==> config.mk <==
export PLATFORM = sky130hd
export DESIGN_NAME = sar_compare_search
export DESIGN_NICKNAME = d
export VERILOG_FILES = /design/src/rtl/sar_compare_search.sv
export SDC_FILE = /design/constraint.sdc
export NUM_CORES = 1
export LEC_CHECK = 0
export ABC_CLOCK_PERIOD_IN_PS = 2000
export CORE_MARGIN = 10
export CORE_UTILIZATION = 52
export CTS_CLUSTER_SIZE = 12
export DETAILED_ROUTE_END_ITERATION = 10
export GPL_TIMING_DRIVEN = 0
export PLACE_DENSITY = 0.84
export SLEW_MARGIN = 20
export SYNTH_ARGS = -nofsm -noshare
export SYNTH_HDL_FRONTEND = slang
export SYNTH_SLANG_ARGS = --single-unit
==> constraint.sdc <==
create_clock -name clk -period 2 [get_ports clk]
set_input_delay 0.4 -clock clk [delete_from_list [all_inputs] [get_ports clk]]
set_output_delay 0.4 -clock clk [all_outputs]
set_load 0.02 [all_outputs]
==> src/rtl/sar_compare_search.sv <==
`default_nettype none
// ============================================================================
//  Module   : sar_compare_search
//  Purpose  : Successive-approximation controller. Drives a candidate value
//             onto the B operand of a magnitude comparator and uses its
//             greater/lesser/equal flags to recover the unknown A operand by
//             binary search, MSB first. Non-one-hot flags are reported via err.
//  Revision : 1.0 - initial release
// ----------------------------------------------------------------------------
//  Ports
//    clk            rising-edge clock
//    rst_n          asynchronous active-low reset
//    start_i        one-cycle search request (ignored unless idle)
//    cand_o         candidate driven to comparator B (registered)
//    cmp_greater_i  comparator flag A > cand
//    cmp_lesser_i   comparator flag A < cand
//    cmp_equal_i    comparator flag A == cand
//    busy_o         high while a search is in progress
//    done_o         one-cycle pulse when result_o/err_o are valid
//    result_o       recovered A value, held until the next accepted start
//    err_o          comparator flags were not one-hot during the search
// ============================================================================
module sar_compare_search #(
  parameter int WIDTH = 2
) (
  input  logic             clk,
  input  logic             rst_n,
  input  logic             start_i,
  output logic [WIDTH-1:0] cand_o,
  input  logic             cmp_greater_i,
  input  logic             cmp_lesser_i,
  input  logic             cmp_equal_i,
  output logic             busy_o,
  output logic             done_o,
  output logic [WIDTH-1:0] result_o,
  output logic             err_o
);

  localparam int               IDXW    = $clog2(WIDTH) + 1;
  localparam logic [WIDTH-1:0] MSB_BIT = WIDTH'(1) << (WIDTH - 1);

  typedef enum logic [1:0] {
    S_IDLE = 2'd0,
    S_CMP  = 2'd1,
    S_DONE = 2'd2
  } state_t;

  state_t           state_q;
  logic [WIDTH-1:0] acc_q;
  logic [IDXW-1:0]  idx_q;
  logic [WIDTH-1:0] cand_q;
  logic [WIDTH-1:0] result_q;
  logic             busy_q;
  logic             done_q;
  logic             err_q;

  logic             flags_onehot;
  logic [WIDTH-1:0] acc_d;
  logic [WIDTH-1:0] trial_bit;

  always_comb begin
    flags_onehot = $onehot({cmp_greater_i, cmp_lesser_i, cmp_equal_i});
    // A greater-than result means the trial bit belongs to A: keep it.
    acc_d        = cmp_greater_i ? cand_q : acc_q;
    // Next bit to try; only consumed while idx_q > 0.
    trial_bit    = WIDTH'(1) << (idx_q - 1'b1);
  end

  always_ff @(posedge clk or negedge rst_n) begin
    if (!rst_n) begin
      state_q  <= S_IDLE;
      acc_q    <= '0;
      idx_q    <= '0;
      cand_q   <= '0;
      result_q <= '0;
      busy_q   <= 1'b0;
      done_q   <= 1'b0;
      err_q    <= 1'b0;
    end else begin
      case (state_q)
        S_IDLE: begin
          done_q <= 1'b0;
          if (start_i) begin
            acc_q   <= '0;
            cand_q  <= MSB_BIT;
            idx_q   <= IDXW'(WIDTH - 1);
            busy_q  <= 1'b1;
            err_q   <= 1'b0;
            state_q <= S_CMP;
          end
        end

        S_CMP: begin
          if (!flags_onehot) begin
            result_q <= cand_q;
            err_q    <= 1'b1;
            done_q   <= 1'b1;
            busy_q   <= 1'b0;
            state_q  <= S_DONE;
          end else if (cmp_equal_i) begin
            // Early exit: the candidate is exactly A.
            result_q <= cand_q;
            done_q   <= 1'b1;
            busy_q   <= 1'b0;
            state_q  <= S_DONE;
          end else begin
            acc_q <= acc_d;
            if (idx_q != '0) begin
              cand_q <= acc_d | trial_bit;
              idx_q  <= idx_q - 1'b1;
            end else begin
              // All bits resolved without an equal hit (e.g. A == 0).
              result_q <= acc_d;
              done_q   <= 1'b1;
              busy_q   <= 1'b0;
              state_q  <= S_DONE;
            end
          end
        end

        S_DONE: begin
          done_q  <= 1'b0;
          state_q <= S_IDLE;
        end

        default: begin
          done_q  <= 1'b0;
          busy_q  <= 1'b0;
          state_q <= S_IDLE;
        end
      endcase
    end
  end

  assign cand_o   = cand_q;
  assign busy_o   = busy_q;
  assign done_o   = done_q;
  assign result_o = result_q;
  assign err_o    = err_q;

endmodule
`default_nettype wire

==> flow_summary.json <==
{
  "status": "complete, no violations",
  "layout-drive-gt1-share_pct": 22.08,
  "yosysSeqAreaShare_pct": 47.27,
  "finalNetCount": 88,
  "reg2reg_depth": 6,
  "cp_cell_sequence": "clkdlybuf4s50_1, fa_2, nor3b_4, buf_4, and3_1, a31o_2",
  "ys_seq_elements": 13,
  "slowest_stage": "clkdlybuf4s50_1",
  "cp.arrival_ns": 2.06,
  "worst_slew_pin_slew_ns": 0.5797,
  "cts_tree": "yes",
  "min_path_type": "input pin to async pin",
  "grt_usage_pct": 9.582,
  "grt_overflow": 0,
  "worstSetupStartpointType": "input pin",
  "wire_per_inst_um": 15.43,
  "rr_startpoint": "idx_q[0]",
  "cts_buffers": 3,
  "dpl_cell_area_um2": 827.0,
  "drt-vias-per-instance": 5.457,
  "initial_core_util_pct": 54.24,
  "power.density_mw_per_mm2": 1036,
  "cts_root_buffer": "clkbuf_4",
  "grt_pass1_wl_um": 2484,
  "cts_sinks": 13,
  "p_leak_nw": 0.4459,
  "dieWidth_um": 56.38,
  "multi_input_area_um2": 350.3,
  "fin_skew_ns": 0.001805,
  "finalSetupViolCount": 0,
  "slowest_delay_ns": 0.49,
  "num_vias": 502,
  "syn_to_final_growth_pct": 28.73,
  "clockBufferDepth": 2,
  "grt_max_degree": 14,
  "clock_latency_ns": 0.27,
  "fillCellCount": 108,
  "cts_htree_levels": 1,
  "antenna_cells": 0,
  "post-route-period-util_pct": 94.54,
  "layout_min_cycle_time_ns": 1.891,
  "grt_pass1_vias": 533,
  "setup_ws_ns": 0.1091,
  "reg2reg_slack_ns": 0.54,
  "required_ns": 2.17,
  "crit_type": "input pin to flop",
  "ant_nets": 0,
  "cp_max_fo": 4,
  "first_iter_violations": 3,
  "rr_endpoint": "idx_q[1]",
  "worst_slew_margin_rel_pct": 61.23,
  "drt_wl_total_um": 1420,
  "timing.fmax_mhz": 528.9,
  "io_pins": 13,
  "portBuffers": 12,
  "drcViolationCount": 0,
  "die_h_um": 56.38,
  "finalHoldViolations": 0,
  "yosys_warnings": 0,
  "crit_buf_inv": 2,
  "dpl.hpwl_um": 1088,
  "path_clk_slew_ns": 0.08,
  "die_area_mm2": 0.003179,
  "cap_violations": 0,
  "stdcell_area_um2": 885.9,
  "rsz0062_at_grt": "false",
  "report.final.slew_viol_count": 0,
  "rows": 13,
  "post-place-ws_ns": -0.3198,
  "globalplace.congestion": 0.7417,
  "synth_nets": 68,
  "synth_cell_types": 27,
  "coreArea_mm2": 0.001269,
  "firstDrtPassIters": 4,
  "syn_area_per_cell_um2": 11.86,
  "synthCells": 58,
  "seq_area_um2": 325.3,
  "ir_drop_v": 0.0006766,
  "cts_hold_buf": 0,
  "synth.cell_area_um2": 688.2,
  "endpoint_kind": "flop",
  "antenna_found_initial": 0,
  "crit_family": "buffers and inverters"
}
area by class of cell:
cell class                      count  area share [%]
Clock buffer                        4           2.966
Tap cell                           15           2.119
Multi-Input combinational cell     40           39.55
Timing Repair Buffer               15           16.24
Buffer                              2           1.130
Sequential cell                    13           36.72
Inverter                            3           1.271
per-layer routing:
metal | share of wire, % | wire length (um) | global-route usage, %
met1 | 44 | 628 | 11.17
met2 | 48 | 676 | 14.90
met3 | 6.3 | 89 | 3.371
met4 | 1.8 | 25 | 5.155
met5 | 0 | 0 | 0
stage by stage:
| stage | hold WS [ns] | utilization, % | std cells | power [mW] | TNS (ns) |
|---|---|---|---|---|---|
| floorplan | 0.1044 | - | 58 | 0.5946 | 0 |
| global placement | 0.4816 | 65.19 | 85 | 0.7436 | -3.052 |
| detailed placement | 0.5039 | 65.19 | 85 | 0.7596 | -3.262 |
| CTS | 0.5059 | 68.44 | 90 | 0.9318 | 0 |
| global route | 0.5330 | 69.82 | 92 | 0.9799 | 0 |
| finish | 0.4908 | 69.82 | 92 | 0.9181 | 0 |
registers in the layout (all words and copies together), names as in the netlist:
signal    flops
acc_q         2
cand_o        2
idx_q         2
result_o      2
state_q       2
busy_o        1
done_o        1
err_o         1
kinds of logic (layout without fill, tap and decap cells):
family,Yosys count,after routing,share of synthesized area [%]
mux,6,6,9.091
compound gates,8,8,9.274
simple gates,22,22,22.91
fa+ha+maj,4,4,8.364
buf+inv,5,24,3.089
flops,13,13,47.27
report_power, final:
part	total, mW	switching, mW	internal (mW)	leakage (nW)
Sequential	0.381	0.0512	0.330	0.157
Clock	0.161	0.0834	0.0773	0.0150
Combinational	0.376	0.183	0.193	0.274
what timing repair did:
action	in CTS	in global routing
endpoints found under the hold margin	0	0
gates resized for setup	3	1
buffers inserted	1	2
setup endpoints to repair	7	6
worst register-to-register path: cells and delay by family (launching register included):
kind / cells / cell delay (ns)
flip-flops: 1 / 0.40
AND/OR/NAND/NOR: 2 / 0.29
buffers and inverters: 2 / 0.26
adder cells (fa/ha/maj): 1 / 0.26
multiplexers: 1 / 0.13
worst max-delay path by stage:
| stage | start | slack, ns | cells past startpoint | endpoint |
|---|---|---|---|---|
| after floorplan | cmp_greater_i | 0.33 | 4 | acc_q[0] |
| after global routing | cmp_lesser_i | 0.06 | 6 | acc_q[1] |
| after global placement | cmp_greater_i | -0.31 | 5 | idx_q[0] |
| final | cmp_lesser_i | 0.11 | 6 | acc_q[0] |
| after detailed placement | cmp_greater_i | -0.32 | 5 | acc_q[1] |
| after CTS | cmp_greater_i | 0.02 | 5 | acc_q[0] |
cells in the mapped netlist:
| library cell | count | area (um2) |
|---|---|---|
| nor3b_1 | 1 | 7.510 |
| dfrtp_1 | 13 | 325.3 |
| nor4b_4 | 1 | 23.77 |
| mux2i_1 | 4 | 40.04 |
| buf_2 | 1 | 5.000 |
| or3b_1 | 1 | 8.760 |
| nor2_1 | 4 | 15.01 |
| nand2_4 | 1 | 11.26 |
| clkbuf_2 | 1 | 5.000 |
| and3_1 | 2 | 12.51 |
| nand2_1 | 4 | 15.01 |
| a22o_1 | 1 | 8.760 |
| nand3b_1 | 1 | 7.510 |
| a31o_2 | 2 | 17.52 |
| fa_1 | 1 | 20.02 |
| nor2b_1 | 1 | 6.260 |
| a2bb2oi_1 | 2 | 17.52 |
| mux2_2 | 2 | 22.52 |
| ha_1 | 3 | 37.54 |
| nand3_1 | 1 | 5.000 |
| nand4bb_1 | 1 | 11.26 |
| nor3b_2 | 1 | 12.51 |
| nand2b_1 | 2 | 12.51 |
| nor2b_2 | 1 | 8.760 |
| a21boi_0 | 1 | 7.510 |
| inv_1 | 3 | 11.26 |
| o22ai_1 | 2 | 12.51 |
placed cells by master (no fill, tap or decap):
cell / netlist / routed
a21boi_0: 1 / 1
a22o_1: 1 / 1
a2bb2oi_1: 2 / 2
a31o_2: 2 / 2
and3_1: 2 / 2
buf_2: 1 / 1
buf_4: 0 / 3
clkbuf_1: 0 / 1
clkbuf_2: 1 / 1
clkbuf_4: 0 / 3
clkdlybuf4s50_1: 0 / 10
dfrtp_1: 13 / 13
dlygate4sd2_1: 0 / 1
dlymetal6s2s_1: 0 / 1
fa_2: 0 / 1
ha_1: 3 / 3
inv_1: 3 / 3
mux2_2: 2 / 2
mux2i_1: 4 / 4
nand2_1: 4 / 4
nand2_4: 1 / 1
nand2b_1: 2 / 2
nand3_1: 1 / 1
nand3b_1: 1 / 1
nand4bb_1: 1 / 1
nor2_1: 4 / 4
nor2b_1: 1 / 1
nor2b_2: 1 / 1
nor3b_1: 1 / 1
nor3b_4: 0 / 1
nor4b_4: 1 / 1
o22ai_1: 2 / 2
or3b_1: 1 / 1
Note: power is estimated with default switching activity, not from simulation.
==> variant (config.mk and constraints unchanged) <==
The 3 states of `state_t` get a one-hot encoding in 3 bits.
--- a/src/rtl/sar_compare_search.sv
+++ b/src/rtl/sar_compare_search.sv
@@ -39,10 +39,10 @@
   localparam int               IDXW    = $clog2(WIDTH) + 1;
   localparam logic [WIDTH-1:0] MSB_BIT = WIDTH'(1) << (WIDTH - 1);
 
-  typedef enum logic [1:0] {
-    S_IDLE = 2'd0,
-    S_CMP  = 2'd1,
-    S_DONE = 2'd2
+  typedef enum logic [2:0] {
+    S_IDLE = 3'b001,
+    S_CMP  = 3'b010,
+    S_DONE = 3'b100
   } state_t;
 
   state_t           state_q;
Function: same outputs for any inputs over 10 cycles, from zero or initial values and one cycle with rst_n low; not proved beyond that.
==> variant against the original RTL <==
  * Clock power is 27% higher
  * Total power is 24% higher
  * Synthesized area grew 9.5%
  * Sequential power increased by 13%
  * Wire length rose by 13%
  * Design area is 13% higher
  * Sequential cell count is 1 higher
  * Critical path depth down 1
  * Worst setup slack got worse by 0.056 ns
  * Final cell count rose by 7.6%
  * Die area is 6.0% higher
  * Highest routed layer unchanged
  * Global-route usage up 0.41 points
  * Count of clock-buffer cells in the layout did not move
==> variant: results (changes against the original RTL) <==
Status
The flow ran to the end, and the final reports show no timing, DRC or antenna violations.

Finish
The fraction of standard cell area in multi-input logic is 42.7% (+3.1 points). The fraction of final layout cells with drive strength greater than 1 is 26.2% (+4.1 points). The total non-filler cell area in the finished layout is 1000 sq um (+13%). The share of final layout cell area taken by non-clock buffers is 15.1% (-2.2 points).

The number of buffers outside the clock class in the layout is 16 (-1). The count of nets after finishing is 95 (+8.0%). The multi-input combinational cell count is 46 (+15%). The count of filler cells inserted in the layout is 85 (-21%). The clock buffer and inverter area fraction after layout is 3.63% (+0.66 points). The inverter count is 4 (+1).

GRT
The largest net degree at the start of global routing is 15 (+1). The met2 global-route usage is 16.7% (+1.8 points). The met1 usage in global routing is 11.0% (-0.17 points). The number of global-route vias before repair is 605 (+14%). The total track usage is 9.99% (+0.41 points). The wire length of the first global-routing pass is 2670 um (+7.5%).

STA
The worst slew slack as a fraction of its limit is 58.2% (-3.0 points). The largest clock skew in the final design is 0.00186 ns (+0.0000577 ns). The final critical path time including I/O delays and setup is 1.95 ns (+0.0563 ns). The worst-case hold slack is 0.500 ns (+0.00947 ns).

Drt
The detail-routed via count per cell is 5.66 (+3.7%). The starting DRC count in detailed routing is 5 (+2). The routed wirelength normalized by instance count is 16.2 um (+5.1%). The met3 wirelength from detailed routing is 62 um (-30%). The number of vias in the routed layout is 560 (+12%). The sum of routed wire segments on met1 was 663 um (+5.6%). The amount of wire on met2 after detailed routing is 839 um (+24%).

Logic synthesis
After synthesis, the most frequently instantiated cells are dfrtp_1 (13), nor2_1 (6), mux2i_1 (5), nand2_1 (5), inv_1 (4). Ranked by total cell area, the synthesized netlist is headed by dfrtp_1 (43%), mux2i_1 (6.6%), ha_1 (5.0%). The instance count of the mapped netlist is 65 (+12%). The number of warnings printed during yosys synthesis is 0 (unchanged). The distinct cell type count after synthesis is 26 (-3.7%). The sequential fraction of the synthesis area is 46.7% (-0.59 points). The number of nets in the synthesized netlist is 75 (+10%).

Critical path
The biggest fanout along the worst timing path came to 3 (-1). The data arrival time of the worst path is 2.10 ns (+0.04 ns). The number of cells on the worst reg-to-reg path was 5 (-1). The setup slack of the most critical reg-to-reg path is 0.34 ns (-0.20 ns).

Placement
The total cell area at the placement stage came to 892 sq um (+7.9%). The worst setup timing slack at the placement stage is -0.498 ns (-0.179 ns). The HPWL reported at the end of detailed placement came to 1090 um (about the same).

The number of placed instances with taps included is 92 (+8.2%).

Pwr
The leakage power total is 0.461 nW (+3.3%).

CTS
The clock net sink count came to 14 (+1).
-- variant: cell count changes after synthesis, moves of 2 or more --
cell / delta
nor2_1: +2
o21ai_0: +2
a31o_2: -2
a32o_1: +3
and3_1: -2
a21oi_1: +2
-- variant: kinds of logic (layout without fill, tap and decap cells) --
logic type	Yosys count	in the layout	share of synthesized area, %
buf+inv	5	24	3.49
compound gates	13	13	12.5
simple gates	22	22	20.1
mux	7	7	9.63
fa+ha+maj	4	4	7.64
flops	14	14	46.7
-- variant: repair_timing --
item / CTS / global route
resized for setup: 7 / 4
pin swaps: 2 / 1
hold buffers: 0 / 0
setup endpoints to repair: 8 / 2
cloned: 0 / 0
setup buffers: 3 / 0
-- variant: critical path: stages --
cell and delay (ns):
clkdlybuf4s50_1 0.43, fa_2 0.57, or4bb_4 0.48, o22ai_2 0.14
a2bb2oi_2 0.08
-- variant: where the power goes --
part           total [mW]  internal, mW  switching (mW)
Combinational       0.503         0.263           0.240
Sequential          0.432         0.365          0.0662
Clock               0.204         0.111          0.0931
